## config.mk

```make
export PLATFORM = sky130hd
export DESIGN_NAME = mux_rr_arbiter
export DESIGN_NICKNAME = d
export VERILOG_FILES = /design/src/rtl/mux_rr_arbiter.sv
export SDC_FILE = /design/constraint.sdc
export NUM_CORES = 1
export LEC_CHECK = 0
export CAP_MARGIN = 0
export CORE_UTILIZATION = 48
export CTS_BUF_LIST = sky130_fd_sc_hd__clkbuf_2 sky130_fd_sc_hd__clkbuf_4 sky130_fd_sc_hd__clkbuf_8
export CTS_CLUSTER_DIAMETER = 100
export DETAILED_ROUTE_END_ITERATION = 6
export PLACE_DENSITY = 0.85
export SYNTH_ARGS = -nofsm -noshare
export SYNTH_HDL_FRONTEND = slang
export SYNTH_SLANG_ARGS = --single-unit
```

## constraint.sdc

```tcl
create_clock -name clk -period 2.7 [get_ports clk]
set_input_delay 0.405 -clock clk [delete_from_list [all_inputs] [get_ports clk]]
set_output_delay 0.405 -clock clk [all_outputs]
set_load 0.005 [all_outputs]
```

## src/rtl/mux_rr_arbiter.sv

```systemverilog
// Round-robin arbiter and output register stage for a shared 4:1 mux datapath.
// Four requesters compete for one registered output slot with a valid/ready
// handshake. The priority pointer moves past each winner, so a requester that
// holds req high cannot starve the others.
module mux_rr_arbiter #(
    parameter int unsigned DW    = 4,
    parameter int unsigned CNT_W = 16
) (
    input  logic             clk,
    input  logic             rst,
    input  logic [3:0]       req,
    input  logic [DW-1:0]    a,
    input  logic [DW-1:0]    b,
    input  logic [DW-1:0]    c,
    input  logic [DW-1:0]    d,
    output logic [3:0]       gnt,
    output logic [1:0]       sel,
    output logic [DW-1:0]    y_data,
    output logic             y_valid,
    input  logic             y_ready,
    output logic [CNT_W-1:0] xfer_cnt
);

    localparam int unsigned NUM_REQ = 4;
    localparam int unsigned IDX_W   = 2;

    typedef enum logic {
        IDLE  = 1'b0,
        VALID = 1'b1
    } state_e;

    state_e             state_q, state_d;
    logic [IDX_W-1:0]   ptr_q, ptr_d;
    logic [IDX_W-1:0]   sel_q, sel_d;
    logic [DW-1:0]      y_data_q, y_data_d;
    logic               y_valid_q, y_valid_d;
    logic [CNT_W-1:0]   xfer_cnt_q, xfer_cnt_d;

    logic [IDX_W-1:0]   winner;
    logic [IDX_W-1:0]   scan_idx;
    logic               found;
    logic [DW-1:0]      mux_out;
    logic               accept;
    logic               cap;

    // Rotating priority scan: first requester at or after ptr wins.
    always_comb begin
        winner   = ptr_q;
        scan_idx = ptr_q;
        found    = 1'b0;
        for (int k = 0; k < NUM_REQ; k++) begin
            scan_idx = ptr_q + IDX_W'(k);
            if (!found && req[scan_idx]) begin
                winner = scan_idx;
                found  = 1'b1;
            end
        end
    end

    // Shared 4:1 data mux steered by the current winner.
    always_comb begin
        mux_out = a;
        case (winner)
            2'd0:    mux_out = a;
            2'd1:    mux_out = b;
            2'd2:    mux_out = c;
            2'd3:    mux_out = d;
            default: mux_out = a;
        endcase
    end

    // Output slot is free when empty or being drained this cycle.
    always_comb begin
        accept = y_valid_q && y_ready;
        cap    = ((state_q == IDLE) || accept) && (|req);
        gnt    = (cap && !rst) ? (4'b0001 << winner) : 4'b0000;
    end

    // Next-state and datapath updates.
    always_comb begin
        state_d    = state_q;
        ptr_d      = ptr_q;
        sel_d      = sel_q;
        y_data_d   = y_data_q;
        y_valid_d  = y_valid_q;
        xfer_cnt_d = xfer_cnt_q;

        case (state_q)
            IDLE: begin
                if (cap) begin
                    state_d = VALID;
                end
            end
            VALID: begin
                if (accept && !cap) begin
                    state_d = IDLE;
                end
            end
            default: begin
                state_d = IDLE;
            end
        endcase

        if (cap) begin
            y_data_d  = mux_out;
            sel_d     = winner;
            y_valid_d = 1'b1;
            ptr_d     = winner + IDX_W'(1);
        end else if (accept) begin
            y_valid_d = 1'b0;
        end

        if (accept) begin
            xfer_cnt_d = xfer_cnt_q + CNT_W'(1);
        end
    end

    // State and output registers; reset discards any held transfer.
    always_ff @(posedge clk or posedge rst) begin
        if (rst) begin
            state_q    <= IDLE;
            ptr_q      <= '0;
            sel_q      <= '0;
            y_data_q   <= '0;
            y_valid_q  <= 1'b0;
            xfer_cnt_q <= '0;
        end else begin
            state_q    <= state_d;
            ptr_q      <= ptr_d;
            sel_q      <= sel_d;
            y_data_q   <= y_data_d;
            y_valid_q  <= y_valid_d;
            xfer_cnt_q <= xfer_cnt_d;
        end
    end

    // Registered outputs.
    always_comb begin
        sel      = sel_q;
        y_data   = y_data_q;
        y_valid  = y_valid_q;
        xfer_cnt = xfer_cnt_q;
    end

endmodule

```

==> results_dict.tcl, run 1 <==
set metrics [dict create \
    seq_area_um2 651 \
    cts_max_level 1 \
    power_uw 1340 \
    stdcell_count 218 \
    ys_types 30 \
    hold_end "state_q" \
    first_pass_iters 4 \
    drc 0 \
    min_path_type "primary input to flip-flop" \
    rr_startpoint "ptr_q[0]" \
    grt_overflow 0 \
    clk-insertion-delay-late_ns 0.32 \
    fmax_mhz 386 \
    critPathArrivalTime_ns 2.19 \
    min_path_cells 3 \
    grt_pass1_wl_mm 4.79 \
    grtUsageTotal_pct 23.1 \
    async_reset_ff_share_pct 100 \
    holdBufCountCts 0 \
    drt_iter0_markers 27 \
    hpwl_mm 2.42 \
    p_leak_uw 0.000865 \
    max_stage_delay_ns 0.44 \
    path_clk_slew_ns 0.13 \
    ys_seq_elements 26 \
    route.final.wire_length_mm 3.01 \
    cts_root_buffer "clkbuf_4" \
    io_pins 50 \
    numCtsBuffers 3 \
    fin_tns_setup_ns 0 \
    syn_inst 128 \
    cts_setup_buffers 0 \
    layout_commonest_cell "clkdlybuf4s50_1" \
    hold_slack_ns 0.392 \
    final_cell_mix "clkdlybuf4s50_1, dfrtp_1, nand2_1, xnor2_1, buf_4" \
    die-area_um2 2950 \
    finalSetupViolations 0 \
    yosysWarnings 0 \
    path_class "primary input to output pin" \
    tritoncts "done" \
    cts_buffer_depth 2 \
    end_kind "output pin" \
    grt_max_degree 27 \
    core_um2 2520 \
    num_rows 18 \
    startpoint_type "primary input" \
    multiInputGateArea_um2 641 \
    routabilityCongestion 0.745 \
    ant_nets 0 \
    reg2reg_depth 10 \
    antenna-diode-count 0 \
    rsz0062_at_grt "false" \
    cts.sinks 26 \
    path_cells "dlygate4sd2_1, buf_4, nor2_1, a211oi_1, a211oi_2, inv_2, ha_1, and2_1, clkdlybuf4s50_1" \
    dp.cells 215 \
    slew_violations 0 \
    worst_pin_slew_ns 0.485 \
    yosys_most_used_dff "dfrtp_1" \
    min_period_over_period_pct 96.0 \
    ir_drop_mv 0.595 \
    crit_path_max_fanout 4 \
    skew_ns 0.00511 \
    hold_path_startpoint "req[1]" \
    dr_total_vias 1140 \
    r2r_end "y_data[3]" \
    final_nets 219 \
    slew_headroom_pct 67.5 \
    wl_per_cell_um 13.8 \
    maxCapViolCount 0 \
    die_w_um 54.3 \
    syn_to_final_growth_pct 47.7 \
    path_buf_inv 4 \
    outcome "completed" \
    vias_per_cell 5.23 \
    grt_antenna_before_repair 0 \
    min_period_ns 2.59 \
    layout-drive-gt1-share_pct 13.3 \
    final_hold_viol_count 0 \
    syn-cell-area_um2 1320 \
    crit_slowest_cell "clkdlybuf4s50_1" \
    grt_pass1_vias 1094 \
    io_buffers 49 \
    seq_area_frac_synth_pct 49.5 \
    syn_avg_cell_area_um2 10.3 \
    start_util_pct 52.1 \
    synth_edf_count 0 \
    p_per_area_nw_per_um2 689 \
    fillers 187 \
    rrSetupSlack_ns 0.64 \
    crit_family "buffers and inverters" \
    syn_nets 157 \
    die_h_um 54.3 \
    cp.required_ns 2.30 \
]
## per-stage QoR
step                setup WS (ns)  utilization [%]  instance area [µm²]
finish                      0.109             77.0                 1940
global route              0.00192             77.0                 1940
CTS                       0.00710             76.8                 1940
detailed placement         -0.123             75.7                 1910
global placement          -0.0417             75.7                 1910
floorplan                   0.753                -                 1320
## tightest hold or removal path: stages
cell            delay, ns
dlymetal6s2s_1       0.13
nor4_1               0.10
nand2_1              0.06
## power by group
part | internal, µW | switching, µW
clock network | 52.4 | 111
logic | 357 | 244
registers | 481 | 93.2
## Yosys cell counts, types with 2 or more instances
cell      instances  share of area (%)
nor2_1            9                2.6
ha_1              6                5.7
and3_1            2               0.95
dfrtp_1          26                 49
inv_2             2               0.57
nand2b_1          2               0.95
xor2_1            2                1.3
a21oi_1           5                1.9
nand2_1          14                4.0
and2_1            4                1.9
nand3_1           6                2.3
nor3_1            2               0.76
a222oi_1          4                3.0
inv_1             4                1.1
mux2_2            4                3.4
nand4_1           4                1.9
o21ai_0           7                2.7
xnor2_1          13                8.7
## cell type report
| cell class | count | share of cell area, % |
|---|---|---|
| timing repair buffer | 59 | 29.3 |
| tap | 30 | 1.93 |
| inverter | 6 | 1.16 |
| multi-input combinational | 94 | 33.0 |
| clock buffer | 3 | 1.16 |
| sequential | 26 | 33.5 |
## repair_timing
| action | in CTS | in global routing |
|---|---|---|
| gates resized for setup | 4 | 2 |
| cloned | 0 | 0 |
| pin swaps | 1 | 1 |
| endpoints found under the setup margin | 4 | 4 |
## sequential cells by signal, indices dropped and copies added (netlist names)
name and count:
sel 2, y_data 4, xfer_cnt 16, y_valid 1, state_q 1, ptr_q 2
## metal layers
| metal | up-vias | share of wire, % | track usage (%) |
|---|---|---|---|
| met1 | 538 | 42 | 25.8 |
| met5 | - | 0 | 0 |
| met4 | 0 | 2.3 | 8.97 |
| met3 | 7 | 3.8 | 6.94 |
| li1 | 565 | - | - |
| met2 | 30 | 51 | 40.7 |
## how the worst max path moves through the flow
stage	start	end	slack [ns]	cells past startpoint
5_1_grt	ptr_q[1]	gnt[1]	0.002	7
3_5_place_dp	req[2]	gnt[2]	-0.12	8
3_3_place_gp	req[2]	gnt[2]	-0.04	8
6_report	req[2]	gnt[2]	0.11	9
2_1_floorplan	req[2]	y_data[0]	0.75	9
4_1_cts	req[1]	gnt[2]	0.007	8
## logic make-up after synthesis
| kind of cell | Yosys count | share of synthesized area, % |
|---|---|---|
| DFF | 26 | 49.5 |
| muxes | 4 | 3.43 |
| buffers and inverters | 8 | 2.38 |
| xor gates and xnor gates | 15 | 9.99 |
| adders and majority gates | 6 | 5.71 |
| and+or+nand+nor | 47 | 17.6 |
| AOI/OAI and AO/OA | 22 | 11.4 |
(Power assumes the default switching activity.)
==> inputs of run 2 (changes only) <==
==> config.mk (replaced) <==
export PLATFORM = sky130hd
export DESIGN_NAME = mux_rr_arbiter
export DESIGN_NICKNAME = d
export VERILOG_FILES = /design/src/rtl/mux_rr_arbiter.sv
export SDC_FILE = /design/constraint.sdc
export NUM_CORES = 1
export LEC_CHECK = 0
export CAP_MARGIN = 0
export CORE_ASPECT_RATIO = 1.4
export CORE_UTILIZATION = 47
export CTS_CLUSTER_DIAMETER = 100
export DETAILED_ROUTE_END_ITERATION = 6
export PLACE_DENSITY = 0.84
export SYNTH_ARGS = -nofsm -noshare
export SYNTH_HDL_FRONTEND = slang
export SYNTH_SLANG_ARGS = --single-unit
==> run 2 against run 1 <==
Sequential share of layout area fell by 1.0 points. Critical endpoint is now gnt[1]. Final cell count rose by 4.6%. Total power rose by 12%. Non-clock buffer count increased by 3. Largest cell class unchanged. Sequential power about the same. Hold slack improved by 0.081 ns.
==> results_dict.tcl, run 2 (synthesis gave the netlist of run 1 again) <==
set metrics [dict create \
    critical_path_depth 8 \
    path_clk_slew_ns 0.14 \
    grt_overflow 0 \
    slew_headroom_pct 66.6 \
    ir_drop_mv 0.501 \
    switching_share_pct 31.2 \
    p_per_area_nw_per_um2 745 \
    min_period_over_period_pct 97.0 \
    layout-drive-gt1-share_pct 16.1 \
    seq_area_um2 652 \
    numCtsBuffers 3 \
    drt_iter0_markers 44 \
    die_h_um 64.6 \
    final_nets 222 \
    path_cells "nor3_1, a31o_2, o21ai_1, buf_4, inv_1, ha_2, and2_1, clkdlybuf4s50_1" \
    io_pins 50 \
    cp.required_ns 2.30 \
    crit_path_max_fanout 4 \
    outcome "completed" \
    switchingPower_uw 466 \
    final_hold_viol_count 0 \
    grt_pass1_wl_mm 5.21 \
    dr_total_vias 1195 \
    r2r_end "y_data[0]" \
    cts_root_buffer "clkbuf_4" \
    p_int_uw 1030 \
    reg2reg_depth 12 \
    critical_path.startpoint "ptr_q[1]" \
    power_uw 1490 \
    path_buf_inv 3 \
    crit_slowest_cell "clkdlybuf4s50_1" \
    grt_pass1_vias 1246 \
    clk-insertion-delay-late_ns 0.31 \
    vias_per_cell 5.24 \
    min_period_ns 2.62 \
    first_pass_iters 4 \
    final_cell_mix "clkdlybuf4s50_1, dfrtp_1, nand2_1, xnor2_1, buf_4" \
    worst_pin_slew_ns 0.499 \
    die_w_um 46.7 \
    num_rows 22 \
    rr_startpoint "ptr_q[1]" \
    crit_path_end "gnt[1]" \
    finalSetupViolations 0 \
    grt_max_degree 27 \
    maxCapViolCount 0 \
    die-area_um2 3020 \
    grt_antenna_before_repair 0 \
    p_leak_uw 0.000877 \
    io_buffers 49 \
    path_class "flip-flop to output pin" \
    route.final.wire_length_mm 3.05 \
    clkPwrFrac_pct 17.4 \
    cts.sinks 26 \
    drc 0 \
    grtUsageTotal_pct 22.9 \
    start_util_pct 49.8 \
    hpwl_mm 2.36 \
    cts_max_level 1 \
    fillers 201 \
    rrSetupSlack_ns 0.49 \
    max_stage_delay_ns 0.50 \
    fmax_mhz 382 \
    hold_slack_ns 0.473 \
    crit_family "buffers and inverters" \
    wl_per_cell_um 13.4 \
    skew_ns 0.00966 \
    min_path_type "primary input to async pin" \
    antenna-diode-count 0 \
    pwr-share-seq_pct 38.3 \
    critPathArrivalTime_ns 2.21 \
    multiInputGateArea_um2 652 \
    cts_buffer_depth 2 \
    tritoncts "done" \
    syn_to_final_growth_pct 52.6 \
    layout_commonest_cell "clkdlybuf4s50_1" \
    p_comb_share_pct 44.2 \
    slew_violations 0 \
    ant_nets 0 \
    largest_register_ffs 16 \
    end_kind "output pin" \
    routabilityCongestion 0.788 \
    startpoint_type "flip-flop" \
    core_um2 2640 \
]
run 2: metal layers:
layer / wire length (µm) / vias to the layer above / part of all wire (%) / GRT usage [%]
li1: - / 570 / - / -
met1: 1190 / 576 / 39 / 26.5
met2: 1700 / 43 / 56 / 41.7
met3: 124 / 6 / 4.1 / 2.51
met4: 40 / 0 / 1.3 / 7.14
met5: 0 / - / 0 / 0
run 2: how the worst min path moves through the flow:
stage,start,endpoint,slack [ns],cells past startpoint
5_1_grt,rst,y_data[1],0.51,3
3_3_place_gp,state_q,state_q,0.45,2
2_1_floorplan,state_q,state_q,0.44,2
6_report,rst,xfer_cnt[14],0.47,3
3_5_place_dp,xfer_cnt[15],xfer_cnt[15],0.47,1
4_1_cts,rst,y_data[2],0.48,3
run 2: power by group through the flow:
stage	logic (µW)	registers (µW)	clock network, µW
floorplan	280	572	0
global placement	586	575	0
detailed placement	603	584	0
CTS	619	579	265
global route	732	587	285
finish	661	573	261
run 2: repair_timing:
item | CTS | global route
hold buffers | 0 | 0
setup endpoints to repair | 4 | 3
resized for setup | 7 | 2
buffers inserted | 1 | 2
pin swaps | 2 | 0
run 2: cell type report:
type	count	share of cell area, %
Clock buffer	3	1.12
Clock inverter	1	1.50
Inverter	6	1.12
Multi-Input combinational cell	94	32.5
Sequential cell	26	32.5
Tap cell	36	2.24
Timing Repair Buffer	62	29.1
run 2: worst reg2reg max path, cell delays in order, from the launching register on:
cell and delay, ns:
dfrtp_2 0.44, buf_4 0.16, a31o_2 0.20, o21ai_1 0.12, buf_4 0.14, inv_1 0.07, ha_2 0.18, buf_4 0.13
buf_4 0.13, a222oi_1 0.25, nor2_1 0.07, a21oi_1 0.12, o21ai_0 0.10
run 2: stage by stage:
stage	area, µm²	TNS, ns	std cells	setup WS (ns)	utilization (%)
finish	2010	0	228	0.0803	75.9
global route	2010	-0.0102	228	-0.0102	75.9
CTS	1980	0	226	0.0448	75.0
detailed placement	1920	-0.398	221	-0.121	72.5
global placement	1920	-0.145	221	-0.0573	72.5
floorplan	1320	0	128	0.753	-
